[src/rtl/design_reset_sequencer_pkg.sv]
// Shared types and defaults for the design reset sequencer.
// Holds the FSM state encoding and parameter defaults.
package design_reset_sequencer_pkg;

  localparam int DEF_NUM_PROJECTS = 13;
  localparam int DEF_HOLD_CYCLES  = 8;
  localparam int CNT_W            = 8;

  typedef enum logic {
    HOLD = 1'b0,
    RUN  = 1'b1
  } state_e;

endpackage

[src/rtl/design_reset_sequencer_reset_sync.sv]
// Two-flop reset synchronizer for the sequencer.
// Asserts asynchronously, releases on the second clock edge.
module reset_sync (
  input  logic clk,
  input  logic n_rst,
  output logic rst_n
);

  logic ff1;
  logic ff2;

  // Shift a constant one through two flops after release
  always_ff @(posedge clk or negedge n_rst) begin
    if (!n_rst) begin
      ff1 <= 1'b0;
      ff2 <= 1'b0;
    end else begin
      ff1 <= 1'b1;
      ff2 <= ff1;
    end
  end

  assign rst_n = ff2;

endmodule

[src/rtl/design_reset_sequencer.sv]
// Routes a held-then-released reset to the selected design.
// Only one design is ever out of reset at a time.
module design_reset_sequencer
  import design_reset_sequencer_pkg::*;
#(
  parameter int NUM_PROJECTS = DEF_NUM_PROJECTS,
  parameter int HOLD_CYCLES  = DEF_HOLD_CYCLES
) (
  input  logic                  clk,
  input  logic                  n_rst,
  input  logic [NUM_PROJECTS:1] designs_cs,
  output logic [NUM_PROJECTS:1] designs_n_rst,
  output logic                  busy
);

  localparam int SW = $clog2(NUM_PROJECTS + 1);
  localparam logic [CNT_W-1:0] CNT_INIT = CNT_W'(HOLD_CYCLES - 1);

  logic                  rst_sync;
  logic [NUM_PROJECTS:1] cs_q;
  logic [SW-1:0]         sel_d;
  logic [SW-1:0]         sel_q;
  logic [SW-1:0]         active_q;
  logic [CNT_W-1:0]      cnt;
  state_e                state;
  logic [NUM_PROJECTS:1] rel;
  int                    zeros;

  reset_sync u_reset_sync (
    .clk   (clk),
    .n_rst (n_rst),
    .rst_n (rst_sync)
  );

  // Register the raw chip selects
  always_ff @(posedge clk or negedge rst_sync) begin
    if (!rst_sync) cs_q <= '1;
    else           cs_q <= designs_cs;
  end

  // Decode a single low select; anything else means none
  always_comb begin
    sel_d = '0;
    zeros = 0;
    for (int i = 1; i <= NUM_PROJECTS; i++) begin
      if (!cs_q[i]) begin
        zeros = zeros + 1;
        sel_d = SW'(i);
      end
    end
    if (zeros != 1) sel_d = '0;
  end

  // Register the decoded selection
  always_ff @(posedge clk or negedge rst_sync) begin
    if (!rst_sync) sel_q <= '0;
    else           sel_q <= sel_d;
  end

  // One-hot release pattern for the design being served
  always_comb begin
    rel = '0;
    for (int i = 1; i <= NUM_PROJECTS; i++) begin
      rel[i] = (active_q == SW'(i));
    end
  end

  // Hold/run sequencing; a new selection always restarts the hold
  always_ff @(posedge clk or negedge rst_sync) begin
    if (!rst_sync) begin
      state         <= HOLD;
      cnt           <= CNT_INIT;
      active_q      <= '0;
      designs_n_rst <= '0;
    end else begin
      unique case (state)
        HOLD: begin
          if (sel_q != active_q) begin
            active_q <= sel_q;
            cnt      <= CNT_INIT;
          end else if (cnt == '0) begin
            state         <= RUN;
            designs_n_rst <= rel;
          end else begin
            cnt <= cnt - 1'b1;
          end
        end
        RUN: begin
          if (sel_q != active_q) begin
            state         <= HOLD;
            active_q      <= sel_q;
            cnt           <= CNT_INIT;
            designs_n_rst <= '0;
          end
        end
        default: begin
          state         <= HOLD;
          designs_n_rst <= '0;
        end
      endcase
    end
  end

  assign busy = (state == HOLD);

endmodule
[config.mk]
export PLATFORM = sky130hd
export DESIGN_NAME = design_reset_sequencer
export DESIGN_NICKNAME = d
export VERILOG_FILES = /design/src/rtl/design_reset_sequencer_pkg.sv /design/src/rtl/design_reset_sequencer_reset_sync.sv /design/src/rtl/design_reset_sequencer.sv
export SDC_FILE = /design/constraint.sdc
export NUM_CORES = 1
export LEC_CHECK = 0
export BUFFER_PORTS_ARGS = -buffer_cell sky130_fd_sc_hd__buf_2
export CORE_MARGIN = 10
export CORE_UTILIZATION = 50
export CTS_CLUSTER_DIAMETER = 150
export DETAILED_ROUTE_END_ITERATION = 10
export HOLD_SLACK_MARGIN = 0.08
export PLACE_DENSITY = 0.8
export SYNTH_ARGS = -nofsm -noshare
export SYNTH_HDL_FRONTEND = slang
export SYNTH_SLANG_ARGS = --single-unit
[constraint.sdc]
create_clock -name clk -period 1.61 [get_ports clk]
set_input_delay 0.322 -clock clk [delete_from_list [all_inputs] [get_ports clk]]
set_output_delay 0.322 -clock clk [all_outputs]
set_load 0.01 [all_outputs]
# Word-level counts from Yosys, hierarchy flattened
# Index checks and enable logic that the tools add are counted.
# totals
ff_bits,45
input_bits,15
output_inout_bits,14
word_cells,84
# op_classes
add_sub_neg,13
n_eq_ne,19
n_mux,40
n_bitwise,1
reduce_logical,3
# op_table
cell,n
adder 32 x 2 -> 32 bit (second input constant),12
2-to-1 mux 32 bit,12
2-to-1 mux 4 bit,14
2-to-1 mux 13 bit,3
inequality test 32 x 2 -> 1 bit (second input constant),1
one-hot mux 13 bit (2 select lines),1
== test 4 bit (second input constant),6
2-to-1 mux 8 bit,3
== test 4 x 3 -> 1 bit (second input constant),4
one-hot mux 8 bit (2 select lines),1
== test 4 x 2 -> 1 bit (second input constant),2
zero test 8 bit,1
subtractor 8 x 1 -> 8 bit (second input constant),1
2-to-1 mux 1 bit,5
== test 4 x 1 -> 1 bit (second input constant),1
inequality test 2 x 1 -> 1 bit (second input constant),2
inequality test 4 bit,1
inequality test 3 bit (second input constant),1
AND reduction 3 bit,1
inequality test 2 bit (second input constant),1
one-hot mux 1 bit (2 select lines),1
AND reduction 2 bit,1
NOT 1 bit,1

# Logic depth before layout (Yosys ltp)
# logic_depth
ltp_word,27
ltp_mapped,40
depth_no_buf,40

# Cells and area by module
# From an unflattened synthesis, not the netlist that was laid out.
# unflattened
cells_unflattened,314
area_unflattened_um2,3062.9
# by_module_without_submodules
module,instances,cells_per_inst,area_per_inst_um2,seq_area_each_um2
design_reset_sequencer,1,311,3009.1,1096.1
reset_sync,1,3,53.8,50.0

# Worst setup path before layout
# OpenSTA, ideal clock, no wires.
# synth_timing
path_type,register -> register
from,reg cs_q[1] (netlist bit)
to,reg sel_q[2]
setup_ns,0.099
arrival_time_ns,7.110
required_time_ns,1.511
setup_slack_ns,-5.599
path_stages_with_launch,40
n_path_buf,1
period_less_slack_ns,7.209
cell_sequence,dfstp_2 > inv_1 > ha_1 > buf_6 > xnor2_2 > ha_1 > nand2b_1 > nand2_1 > ha_1 > nand2b_1 > nand2_1 > or2_2 > ha_1 > o22a_1 > ha_1 > inv_1 > o21ai_0 > o31ai_1 > (+4 left out) > nand2_1 > ha_1 > nor2_1 > a31oi_1 > o21bai_1 > ha_1 > nand2b_1 > a21bo_2 > ha_1 > nor2_1 > o21ai_0 > ha_1 > nor2b_1 > xor2_1 > nand4b_1 > a211oi_2 > o221ai_2 > a311oi_1
# synth_between
elab_chain_cells,27
# synth_lines
item,line,rtl
"start, declared",design_reset_sequencer.sv:20,logic [NUM_PROJECTS:1] cs_q;
"start signal, assigned",design_reset_sequencer.sv:38,else cs_q <= designs_cs;
2-to-1 mux 1 bit *,design_reset_sequencer.sv:46,if (!cs_q[i]) begin
adder 32 x 2 -> 32 bit,design_reset_sequencer.sv:47,zeros = zeros + 1;
2-to-1 mux 32 bit *,design_reset_sequencer.sv:46,
adder 32 x 2 -> 32 bit,design_reset_sequencer.sv:47,
2-to-1 mux 32 bit *,design_reset_sequencer.sv:46,
adder 32 x 2 -> 32 bit,design_reset_sequencer.sv:47,
2-to-1 mux 32 bit *,design_reset_sequencer.sv:46,
adder 32 x 2 -> 32 bit,design_reset_sequencer.sv:47,
(+12 left out),n/a,
2-to-1 mux 32 bit *,design_reset_sequencer.sv:46,
adder 32 x 2 -> 32 bit,design_reset_sequencer.sv:47,
2-to-1 mux 32 bit *,design_reset_sequencer.sv:46,
adder 32 x 2 -> 32 bit,design_reset_sequencer.sv:47,
2-to-1 mux 32 bit *,design_reset_sequencer.sv:46,
inequality test 32 x 2 -> 1 bit *,design_reset_sequencer.sv:51,if (zeros != 1) sel_d = '0;
2-to-1 mux 4 bit *,design_reset_sequencer.sv:51,
net sel_d[2],design_reset_sequencer.sv:21,logic [SW-1:0] sel_d;
"end signal, assigned",design_reset_sequencer.sv:57,else sel_q <= sel_d;
"end, declared",design_reset_sequencer.sv:22,logic [SW-1:0] sel_q;
# Mark *: on every way through the listed nets, which the timed path passes. The rest lies on a longest branch.
# A chain may end at the register's enable or synchronous reset.

# Final worst setup path
# layout_timing
from,reg cs_q[2] (netlist bit)
to,reg sel_q[2]
# layout_between
elab_chain_cells,25
# layout_lines
item,line
2-to-1 mux 32 bit *,design_reset_sequencer.sv:46
adder 32 x 2 -> 32 bit,design_reset_sequencer.sv:47
2-to-1 mux 32 bit *,design_reset_sequencer.sv:46
adder 32 x 2 -> 32 bit,design_reset_sequencer.sv:47
2-to-1 mux 32 bit *,design_reset_sequencer.sv:46
adder 32 x 2 -> 32 bit,design_reset_sequencer.sv:47
2-to-1 mux 32 bit *,design_reset_sequencer.sv:46
adder 32 x 2 -> 32 bit,design_reset_sequencer.sv:47
(+10 left out),n/a
2-to-1 mux 32 bit *,design_reset_sequencer.sv:46
adder 32 x 2 -> 32 bit,design_reset_sequencer.sv:47
2-to-1 mux 32 bit *,design_reset_sequencer.sv:46
adder 32 x 2 -> 32 bit,design_reset_sequencer.sv:47
2-to-1 mux 32 bit *,design_reset_sequencer.sv:46
inequality test 32 x 2 -> 1 bit *,design_reset_sequencer.sv:51
2-to-1 mux 4 bit *,design_reset_sequencer.sv:51
net sel_d[2],design_reset_sequencer.sv:21
# Marked as above.

==> summary.txt <==
Run status
  – Status: complete, but fails checks
  – Violated checks: negative setup slack

Placed design
  – Cells after DPL: 494
  – # port buffers: 28
  – DP Area: 0.00410 sq mm
  – GP Congestion: 0.840
  – DP Wirelength: 5.50 mm
  – DP Worst Slack: -5.58 ns

Synthesis
  – Mapped Nets: 352
  – Syn Inst Count: 322
  – Synthesized cell area: 0.00319 sq mm
  – Adder-cell share of the synthesized area: 5.89%
  – Netlist cell types: 71
  – Top FF cell, synth: dfrtp_1
  – Xor and xnor area share after synthesis: 16.2%
  – Register area share after synthesis: 36.0%
  – Multiplexer share of the synthesized area: 1.61%
  – Area leader, netlist: dfrtp_1
  – #FFs+latches synth: 45
  – Largest family of logic cells by synthesized area: simple AND/OR/NAND/NOR gates
  – Synth Area in Simple Gates: about a fifth
  – Post-synth EDFFs: 0
  – Syn avg cell area: 9.89 sq um
  – Synth warnings: 0
  – Async S/R FF share, synth: between 90% and 100%
  – Top cell type's share of synthesized area: 22.8%
  – Compound-Gate Fraction of Synth Area: 15.7%
  – Top post-synthesis cells by area: dfrtp_1, dfstp_2, ha_1

Power and ir drop
  – Leakage: 2.20 nW
  – Maximum vdd ir drop: 965 uV
  – Power, Total: between 0.006 and 0.007 W
  – Pwr dens: 1460 mW/mm^2

Detailed routing
  – DR top layer: met4
  – Pre-antenna DRT Iters: 4
  – DRT iter0 DRCs: slightly below 200
  – Met3 wire length: approximately 440 microns
  – Vias/cell: 5.59
  – Met2 routed WL: 4.64 mm
  – # DRC: 0
  – Antenna viol nets, final: 0
  – DRT met1 WL: 3.62 mm
  – Final WL: 8.87 mm
  – DR vias: 2,958
  – Wirelength per Cell: 16.8 microns

Floorplan
  – I/O pin cnt: 29
  – Die width: 99.8 microns
  – Initial Util: 50.7%
  – Die ar.: 0.00996 sq mm
  – Die height: 99.8 microns
  – Core area: 0.00628 sq mm
  – Std-Cell Rows: 29

Layout
  – Cell Count, Final, Fillers Out: 529
  – Synthesis-to-finish area growth: 49.7%
  – Fin area: between 0.004 and 0.005 sq mm
  – Final net count: between 400 and 500
  – Share of cells above drive strength 1: 54.4%
  – Antenna diodes: 0

GRT
  – Total gr overflow: 0
  – Largest net degree at the start of global routing: 44
  – First-pass GRT wire length: 13.9 mm
  – Antenna violations before repair: 0
  – GRT Total Usage: 16.5%
  – Vias in the first global route: 3,044

Job
  – MaxCap Viol Count: 0

Clock network
  – CTS Buffer Depth: 2
  – Clock sinks: 45
  – H-tree levels: 2
  – CTS buffer count: 5
  – CTS tree: done
  – Worst-Skew Late Latency: 0.31 ns
  – Clock Tree Root: clkbuf_8
  – Reg clk slew, reported paths: about 0.090 ns

Worst setup path
  – Worst path max stage delay: between 0.5 and 0.6 ns
  – Startpoint Class: register
  – Category of the most critical setup path: register to register
  – Max stage delay cell, worst path: dfstp_2
  – Most common cell type on the critical path: ha_4
  – Critical Path RT: 1.82 ns
  – Worst Setup End Kind: register
  – Max Fanout on Critical Path: 4
  – Worst path arrival time: 7.02 ns

STA
  – Worst setup margin: -5.20 ns
  – Final setup fails: 26
  – Least-Margin Pin Slew: 0.532 ns
  – Worst Skew: about 0.0054 ns
  – Setup tns final: -29.75 ns
  – Tmin final: 6.81 ns
  – Fin. Hold Viols: 0
  – Setup repair after global routing missed its margin: yes
  – Fmax: 0.147 GHz
  – Final period utilization: 423%
  – Max-slew violations: 0
  – Worst rel slew slack: 64.6%

Worst hold path
  – Hold crit path type: input port to register
==> stage by stage <==
step	utilization, %	hold WS, ns
detailed placement	65.2	0.110
floorplan	-	0.0264
finish	76.0	0.102
global placement	65.2	0.107
CTS	73.1	0.102
global route	76.0	0.0924
==> critical path: cells and delay by family, from the launching register on <==
kind                     cells  cell delay (ns)
buffers and inverters        4             0.29
adder cells (fa/ha/maj)     11             2.66
AND/OR/NAND/NOR             15             1.39
flip-flops                   1             0.56
AO/OA/AOI/OAI               10             1.81
==> where the power goes <==
part	switching (W)	total (W)	internal [W]	leakage (nW)
sequential	0.000180	0.00154	0.00135	0.566
clock	0.000432	0.000746	0.000314	0.0447
combinational	0.00228	0.00467	0.00240	1.59
total	0.00289	0.00696	0.00407	2.20
==> path summary, 6_finish.rpt <==
path	slack, ns	from	depth (start not counted)	to
hold reg to reg	0.34	u_reset_sync.rst_n	1	designs_n_rst[1]
min in group asynchronous	0.31	n_rst	2	u_reset_sync.rst_n
setup reg to reg	-5.20	cs_q[2]	40	sel_q[2]
max in group asynchronous	0.90	u_reset_sync.rst_n	1	cnt[0]
setup / recovery	-5.20	cs_q[2]	40	sel_q[2]
hold / removal	0.10	designs_cs[6]	1	cs_q[6]
==> per-layer routing <==
metal | GRT usage, % | vias up
met5 | 0 | -
met4 | 5.51 | 0
met3 | 3.37 | 20
met2 | 29.8 | 94
met1 | 19.0 | 1451
li1 | - | 1393
==> placed cells by master, fill, tap and decap left out, types with 4 or more instances in the layout <==
cell type  synthesis  routed
buf_4              1     103
nand3b_1           5       5
a21oi_1           10       7
nor2_2             0       4
a22o_1             5       5
o21ai_0           17       8
buf_6              1       7
ha_1              15       4
dfrtp_1           29      28
inv_1             16      11
mux2i_1            4       4
xor2_1             7       5
nor2_4             0       4
xnor2_1           19      18
nand2_1           24      18
nor2_1            17       9
nand2_4            0       4
buf_2              3      28
nand2b_1          13      10
o21ai_2            0       6
inv_2              0       5
dfstp_2           16      16
xnor3_1            4       4
ha_4               0      10
nor2b_1           10       7
nor3_1             8       8
clkbuf_8           0       5
==> registers in the layout, indices dropped and copies added, names as in the netlist <==
| signal | flops |
|---|---|
| cs_q | 13 |
| designs_n_rst | 13 |
| cnt | 8 |
| active_q | 4 |
| sel_q | 4 |
| state | 1 |
| u_reset_sync.ff1 | 1 |
| u_reset_sync.rst_n | 1 |
==> cells in the mapped netlist, types with 3 or more instances <==
master	instances
a21oi_1	10
a22o_1	5
a31oi_1	3
a32o_1	3
and3_1	3
buf_2	3
clkbuf_1	12
dfrtp_1	29
dfstp_2	16
ha_1	15
inv_1	16
mux2i_1	4
nand2_1	24
nand2b_1	13
nand3_1	4
nand3b_1	5
nand4_1	3
nor2_1	17
nor2b_1	10
nor3_1	8
nor3b_1	4
o211ai_1	3
o21ai_0	17
o31ai_1	4
or3_1	3
xnor2_1	19
xnor2_2	3
xnor3_1	4
xor2_1	7
==> area by class of cell <==
| class | count | area, sq um |
|---|---|---|
| repair buffers | 139 | 1000 |
| well taps | 77 | 96.3 |
| inverters | 16 | 60.1 |
| fillers | 403 | 1510 |
| multi-input cells | 244 | 2370 |
| clock inverters | 3 | 25.0 |
| clock buffers | 5 | 68.8 |
| flip-flops and latches | 45 | 1150 |
==> kinds of logic (layout without fill, tap and decap cells) <==
logic type | Yosys count | in the layout
other | 1 | 1
buffers and inverters | 34 | 163
muxes | 5 | 5
xor gates and xnor gates | 39 | 39
adders and majority gates | 15 | 15
AOI/OAI and AO/OA | 70 | 71
DFF | 45 | 45
and+or+nand+nor | 113 | 113
==> what timing repair did <==
item	in CTS	in global routing
hold buffers	1	0
cloned	1	0
setup endpoints to repair	26	26
hold endpoints to repair	2	0
pin swaps	36	30
setup buffers	18	9
gates resized for setup	48	29
(Power assumes the default switching activity.)
